[src/rtl/fsm_table_pkg.sv]
// fsm_table_pkg: shared defaults and entry-field layout for the programmable FSM table.
// Latency: n/a (declarations only).
// Backpressure: n/a.
//
// Each table entry is {valid, next, out}. The valid bit lives apart from the data
// so reset can clear it without touching the data array; data is stored as
// {next, out} with next in the upper bits.
package fsm_table_pkg;

    localparam int DEF_STATE_W = 3;
    localparam int DEF_IN_W    = 1;
    localparam int DEF_OUT_W   = 3;
    localparam int DEF_CNT_W   = 8;

    localparam logic [DEF_STATE_W-1:0] DEF_RESET_STATE = 3'd2;
    localparam logic [DEF_OUT_W-1:0]   DEF_RESET_OUT   = 3'd2;

    // Entry layout at default widths; the storage keeps the same field order
    // generically as {next, out} plus a separate valid bit per entry.
    typedef struct packed {
        logic                   vld;
        logic [DEF_STATE_W-1:0] nxt;
        logic [DEF_OUT_W-1:0]   out;
    } entry_t;

endpackage

[src/rtl/fsm_table_mem.sv]
// fsm_table_mem: transition-table storage with per-entry valid bits.
// Latency: write lands at the next edge; read is asynchronous (same cycle).
// Backpressure: none; a write is accepted every cycle it is strobed.
//
// Ports: clk_i, reset_i (sync, active-high, clears valid bits only),
//        we_i/waddr_i/wdat_i (write port), raddr_i -> rvld_o/rdat_o (read port).
module fsm_table_mem #(
    parameter int ADDR_W = 4,
    parameter int DATA_W = 6
) (
    input  logic              clk_i,
    input  logic              reset_i,
    input  logic              we_i,
    input  logic [ADDR_W-1:0] waddr_i,
    input  logic [DATA_W-1:0] wdat_i,
    input  logic [ADDR_W-1:0] raddr_i,
    output logic              rvld_o,
    output logic [DATA_W-1:0] rdat_o
);

    localparam int DEPTH = 1 << ADDR_W;

    logic [DATA_W-1:0] dat_q [DEPTH];
    logic [DEPTH-1:0]  vld_q;

    // Reset wins over a simultaneous write, so the written entry stays invalid.
    always_ff @(posedge clk_i) begin
        if (reset_i) begin
            vld_q <= '0;
        end else if (we_i) begin
            vld_q[waddr_i] <= 1'b1;
        end
    end

    // Data array carries no reset; an entry is meaningless until its valid bit is set.
    always_ff @(posedge clk_i) begin
        if (we_i && !reset_i) begin
            dat_q[waddr_i] <= wdat_i;
        end
    end

    assign rvld_o = vld_q[raddr_i];
    assign rdat_o = dat_q[raddr_i];

endmodule

[src/rtl/fsm_table.sv]
// fsm_table: table-driven Moore machine; state/saida advance by table lookup on en.
// Latency: 1 cycle from en sample to updated state/saida; all outputs registered.
// Backpressure: none; a table write in the same cycle as en suppresses the step.
//
// Ports: clk, reset (sync, active-high), a (input symbol), en (step strobe),
//        prog_we/prog_addr/prog_next/prog_out (table write, addr = {symbol, state}),
//        saida (output code), state (current state), err (sticky miss flag),
//        steps (saturating count of successful transitions).
module fsm_table
    import fsm_table_pkg::*;
#(
    parameter int                 STATE_W     = DEF_STATE_W,
    parameter int                 IN_W        = DEF_IN_W,
    parameter int                 OUT_W       = DEF_OUT_W,
    parameter int                 CNT_W       = DEF_CNT_W,
    parameter logic [STATE_W-1:0] RESET_STATE = STATE_W'(DEF_RESET_STATE),
    parameter logic [OUT_W-1:0]   RESET_OUT   = OUT_W'(DEF_RESET_OUT)
) (
    input  logic                    clk,
    input  logic                    reset,
    input  logic [IN_W-1:0]         a,
    input  logic                    en,
    input  logic                    prog_we,
    input  logic [STATE_W+IN_W-1:0] prog_addr,
    input  logic [STATE_W-1:0]      prog_next,
    input  logic [OUT_W-1:0]        prog_out,
    output logic [OUT_W-1:0]        saida,
    output logic [STATE_W-1:0]      state,
    output logic                    err,
    output logic [CNT_W-1:0]        steps
);

    localparam int ADDR_W = STATE_W + IN_W;
    localparam int DATA_W = STATE_W + OUT_W;

    logic [STATE_W-1:0] state_q, state_d;
    logic [OUT_W-1:0]   saida_q, saida_d;
    logic [CNT_W-1:0]   steps_q, steps_d;
    logic               err_q,   err_d;

    logic [ADDR_W-1:0]  rd_addr;
    logic               rd_vld;
    logic [DATA_W-1:0]  rd_dat;
    logic [STATE_W-1:0] rd_next;
    logic [OUT_W-1:0]   rd_out;

    // Symbol in the MSBs so each symbol owns a contiguous block of states.
    assign rd_addr           = {a, state_q};
    assign {rd_next, rd_out} = rd_dat;

    fsm_table_mem #(
        .ADDR_W (ADDR_W),
        .DATA_W (DATA_W)
    ) u_mem (
        .clk_i   (clk),
        .reset_i (reset),
        .we_i    (prog_we),
        .waddr_i (prog_addr),
        .wdat_i  ({prog_next, prog_out}),
        .raddr_i (rd_addr),
        .rvld_o  (rd_vld),
        .rdat_o  (rd_dat)
    );

    // State register.
    always_ff @(posedge clk) begin
        if (reset) begin
            state_q <= RESET_STATE;
            saida_q <= RESET_OUT;
            steps_q <= '0;
            err_q   <= 1'b0;
        end else begin
            state_q <= state_d;
            saida_q <= saida_d;
            steps_q <= steps_d;
            err_q   <= err_d;
        end
    end

    // Next-state logic. A concurrent table write blocks the step, which also
    // guarantees a freshly written entry is never consumed in its write cycle.
    always_comb begin
        state_d = state_q;
        saida_d = saida_q;
        steps_d = steps_q;
        err_d   = err_q;
        if (en && !prog_we) begin
            if (rd_vld) begin
                state_d = rd_next;
                saida_d = rd_out;
                if (steps_q != {CNT_W{1'b1}}) begin
                    steps_d = steps_q + CNT_W'(1);
                end
            end else begin
                // Miss: recover to the reset point and latch the error; count holds.
                state_d = RESET_STATE;
                saida_d = RESET_OUT;
                err_d   = 1'b1;
            end
        end
    end

    // Output logic: straight from registers.
    always_comb begin
        state = state_q;
        saida = saida_q;
        steps = steps_q;
        err   = err_q;
    end

endmodule

[config.mk]
export PLATFORM = sky130hd
export DESIGN_NAME = fsm_table
export DESIGN_NICKNAME = d
export VERILOG_FILES = /design/src/rtl/fsm_table_pkg.sv /design/src/rtl/fsm_table_mem.sv /design/src/rtl/fsm_table.sv
export SDC_FILE = /design/constraint.sdc
export NUM_CORES = 1
export LEC_CHECK = 0
export CAP_MARGIN = 20
export CORE_AREA = 10 10 124 126
export DETAILED_ROUTE_END_ITERATION = 10
export DIE_AREA = 0 0 134 136
export PLACE_DENSITY = 0.65
export SLEW_MARGIN = 20
export SYNTH_ARGS = -nofsm -noshare
export SYNTH_HDL_FRONTEND = slang
export SYNTH_HIERARCHICAL = 1
export SYNTH_SLANG_ARGS = --single-unit
[constraint.sdc]
create_clock -name clk -period 4.4 [get_ports clk]
set_input_delay 0.44 -clock clk [delete_from_list [all_inputs] [get_ports clk]]
set_output_delay 0.44 -clock clk [all_outputs]
set_load 0.05 [all_outputs]
======== Yosys cells after proc, flatten, opt, wreduce, memory -nomap -nowiden ========
Memories as Yosys holds them, arrays and structs flattened.
Index checks and enable logic that the tools add are counted.
word-level totals
  memory bits (writable) .................. 96
  input port bits ......................... 15
  output and inout port bits .............. 15
  register bits after elaboration ......... 31
  logic and storage cells ................. 28
  memories ................................ 1
memory list
  name         words  bits a word  rd ports  clocked after memory_dff  write ports  line                 text
  u_mem.dat_q  16     6            1         0                         1            fsm_table_mem.sv:23  logic [DATA_W-1:0] dat_q [DEPTH];
operators by class
  $lt $le $gt $ge ......................... 3
  mux-type cells .......................... 8
  bitwise operators ....................... 2
  equal/unequal tests ..................... 1
  $add $sub $neg .......................... 1
  reductions and logical operators ........ 7
operators by type and width
  kind                   count
  $or A16 B16 Y16        1
  $lt A4 B5 Y1 const B   2
  $add A8 B1 Y8 const B  1
  $ne A8 B8 Y1 const B   1
  $mux W3                2
  $bmux W1 S4            1
  $demux W1 S4           1
  $ge A4 B1 Y1 const B   1
  $mux W1                4
  $logic_and A1 B1 Y1    3
  $reduce_and A3 Y1      1
  $logic_not A1 Y1       2
  $reduce_and A2 Y1      1
  $not A1 Y1             1

======== Logic depth before layout (Yosys ltp) ========
  depth in word-level cells ............... 5
  gate-level depth with buffers ........... 9
  mapped depth without buffers ............ 7

======== Modules after synthesis ========
Netlist, hierarchy kept.
by module, submodules not included
  module         cells each  times used  seq. area each (um^2)  area each (um^2)
  fsm_table_mem  216         1           3203.1                 4370.4
  fsm_table      77          1           300.3                  668.1

======== Worst setup path before layout ========
Ideal clock, no wire load.
  kind .................................... register to register
  from .................................... reg state_q[0] (netlist: state[0])
  to ...................................... reg steps_q[4] (netlist: steps[4])
  required time ........................... 4322 ps
  buffers on the path ..................... 2
  slack ................................... 1805 ps
  library setup time ...................... 78 ps
  period minus slack after synthesis ...... 2595 ps
  arrival ................................. 2517 ps
  stages on the path, launching flop included .. 10
  cell sequence ........................... dfxtp_1 > buf_6 > buf_8 > mux4_2 > a22oi_1 > nand2_1 > and3b_4 > and4_1 > and3_1 > nor3_1
between the ends
  word-level cells in the longest chain between the ends .. 3
ends and longest elaborated chain
  item                           line                 text
  from (decl)                    fsm_table.sv:36      logic [STATE_W-1:0] state_q, state_d;
  from (signal assigned)         fsm_table.sv:73      state_q <= state_d;
  $bmux W1 S4                    fsm_table_mem.sv:42  assign rvld_o = vld_q[raddr_i];
  $mux W1 (implied by the code)  fsm_table_mem.sv:42
  net rd_vld                     fsm_table.sv:42      logic rd_vld;
  $reduce_and A3 Y1 (no line)    -
  to (signal assigned)           fsm_table.sv:75      steps_q <= steps_d;
  to (decl)                      fsm_table.sv:38      logic [CNT_W-1:0] steps_q, steps_d;
The timed path passes the listed nets, and every way through them passes these cells. The select of a mux whose other input is x is not followed.
A chain may end at the register's enable or synchronous reset.

======== Final worst setup path ========
  from .................................... reg state_q[1] (netlist: state[1])
  to ...................................... out state[1]
RTL lines
  item       line             text
  to (decl)  fsm_table.sv:28  output logic [STATE_W-1:0] state,
No word-level cell between the ends.

==> impl_metrics.json <==
{
  "fin_ws_ps": 1500,
  "fin_tns_setup_ps": 0,
  "first_global_vias": 2859,
  "coreArea_sq_um": 13000,
  "layout-area-overhead-vs-synth_pct": 19.8,
  "clockPowerShare_pct": 48.0,
  "period_share_pct": 65.8,
  "die_h_microns": 136,
  "fmax_ghz": 0.345,
  "io_buffers": 29,
  "synth_cell_types": 41,
  "power.switching_w": 0.000560,
  "relSlewSlack_pct": 34.7,
  "syn_nets": 309,
  "rsz0062_at_grt": "false",
  "rows": 42,
  "cts.clk_slew.worst_paths_ps": 50,
  "powerDensity_nw_per_um2": 441,
  "hold_violations": 0,
  "cp_slowest_cell": "clkdlybuf4s50_1",
  "place_hpwl_microns": 6940,
  "drc": 0,
  "p_total_w": 0.00266,
  "die_area_sq_um": 18200,
  "synth_area_per_cell_sq_um": 17.2,
  "swShare_pct": 21.0,
  "status": "finished, final reports clean",
  "cp_num_buf_inv": 2,
  "peakVddDrop_mv": 0.314,
  "max-cap-violations": 0,
  "worstSkewPairLatency_ps": 420,
  "setup-violations-final": 0,
  "root_buffer": "clkbuf_16",
  "grtUsageTotal_pct": 12.0,
  "yosysWarnings": 6,
  "min_period_ps": 2900,
  "initial_core_util_pct": 38.8,
  "antennaDiodeCount": 0,
  "pre_cts_ws_ps": 1490,
  "antenna_found_initial": 0,
  "crit_arrival_ps": 2460,
  "ctsHtreeMaxLevel": 4,
  "p_leak_nw": 2.10,
  "ioPinCount": 30,
  "finalClockSkew_ps": 8.58,
  "post_cts_buffers": 0,
  "gp_congestion": 0.846,
  "routedWlPerCell_microns": 20.0,
  "grt_pass1_wl_microns": 16300,
  "hp-class": "reg -> reg",
  "cp_cell_sequence": "buf_4, clkdlybuf4s50_1",
  "ys_seq_area_share_pct": 69.5,
  "grt_max_degree": 22,
  "internal-power_w": 0.00210,
  "holdWs_ps": 449,
  "cts_hold_buf": 0,
  "drt_first_pass_iters": 4,
  "clockBufferDepth": 2,
  "dieWidth_microns": 134,
  "grt_overflow": 0,
  "seqPwrFrac_pct": 49.1,
  "dpl_cell_area_sq_um": 5490,
  "ys_ff_latch": 127,
  "p_comb_share_pct": 2.8,
  "tritoncts": "built",
  "path_class": "reg -> out",
  "cp-start-kind": "register",
  "via_per_inst": 5.32,
  "drt_iter0_drc": 208,
  "ant_nets": 0,
  "worst_setup_path_end_kind": "output port",
  "vias": 2777,
  "maxSlewViolCount": 0,
  "crit_fanout": 18,
  "required_ps": 3960,
  "netlist_instances": 293,
  "cpPeakStageDelay_ps": 890,
  "design_area_sq_um": 6040,
  "cts.sinks": 127,
  "syn_area_sq_um": 5040,
  "ctsResizeCount": 0,
  "crit_family": "buffers and inverters",
  "nNetsFinal": 349,
  "drive_above_1_share_pct": 16.2,
  "cts_made_buffers": 17,
  "drt-total-wl_microns": 10500,
  "tightest_slew_ps": 972
}
==> registers in the layout, summed over array words and instances, names as in the netlist <==
signal,count
u_mem/dat_q,96
state,3
err,1
saida,3
u_mem/vld_q,16
steps,8
==> logic make-up after synthesis <==
kind of cell,count (synthesis),share of synthesized area (%)
adder cells (fa/ha/maj),1,0.248
AND/OR/NAND/NOR,74,7.80
flip-flops,127,69.5
XOR/XNOR,1,0.174
buffers and inverters,16,2.14
AO/OA/AOI/OAI,43,6.08
multiplexers,31,14.0
==> worst paths after layout <==
kind,startpoint,slack [ps],cells after the start,to
max,state[1],1500,2,state[1]
min,u_mem/vld_q[3],450,1,u_mem/vld_q[3]
max reg2reg,state[0],1760,7,steps[4]
min reg2reg,u_mem/vld_q[3],450,1,u_mem/vld_q[3]
==> metrics by stage <==
| step | utilization (%) | instances |
|---|---|---|
| global route | 46.5 | 522 |
| detailed placement | 42.3 | 490 |
| global placement | 42.3 | 490 |
| CTS | 46.5 | 522 |
| finish | 46.5 | 522 |
| floorplan | - | 293 |
==> cell usage after synthesis <==
library cell,instances,area [sq um]
edfxtp_1,96,2880
o21bai_1,2,15.0
inv_1,2,7.51
and3_1,1,6.26
or4_1,2,15.0
o32ai_1,1,8.76
a22oi_1,14,105
buf_8,1,15.0
a21oi_1,8,40.0
nand3_2,1,10.0
or4b_1,1,10.0
and2_1,1,6.26
xor2_1,1,8.76
dfxtp_1,31,621
nor2b_1,3,18.8
and4_1,4,35.0
ha_1,1,12.5
buf_12,1,20.0
mux2i_1,2,20.0
nor3_1,10,50.1
o21ai_2,1,8.76
nand4bb_1,1,11.3
nand3_1,5,25.0
nand2_1,15,56.3
and2b_2,1,8.76
nand4_1,1,6.26
clkbuf_1,5,18.8
nand2b_1,4,25.0
buf_6,2,22.5
o2bb2ai_1,3,26.3
o21ai_1,1,5.00
clkinv_1,1,3.75
a21o_1,12,90.1
mux4_1,12,315
mux2_1,1,11.3
nor2_1,21,78.8
o31ai_1,1,7.51
mux4_2,16,360
buf_2,4,20.0
and3b_4,1,12.5
nand4b_1,2,17.5
==> layer usage <==
layer,part of all wire [%],up-vias,wire length [microns],track usage (%)
met4,1.7,0,178,5.44
met5,0,-,0,0
met1,45,1425,4750,15.3
li1,-,1264,-,-
met3,6.4,14,672,3.99
met2,46,74,4860,18.4
==> layout make-up <==
class                      instances  area [sq um]
inverter                           3          11.3
multi-input combinational        150          1430
tap                              176           220
clock buffer                      18           429
fill                            1124          6940
sequential                       127          3500
clock inverter                    14           118
timing repair buffer              34           328
==> power by group through the flow <==
stage                     combinational (W)  clock, W  sequential [W]
final                             0.0000758   0.00128         0.00131
after global routing              0.0000825   0.00137         0.00131
after CTS                         0.0000765   0.00130         0.00131
after detailed placement          0.0000763         0         0.00133
after global placement            0.0000737         0         0.00133
after floorplan                   0.0000315         0         0.00133
==> cells in the final DEF (no fill, tap or decap), types with 4 or more instances in the layout <==
master and count:
buf_4 5, a21oi_1 8, dfxtp_1 30, nand2_1 15, edfxtp_1 96, a22oi_1 14
mux4_2 16, clkbuf_16 17, a21o_1 12, clkdlybuf4s50_1 29, nand3_1 5, nor3_1 10
and4_1 4, nor2_1 21, clkinv_2 5, nand2b_1 4, mux4_1 12
(Power assumes the default switching activity.)
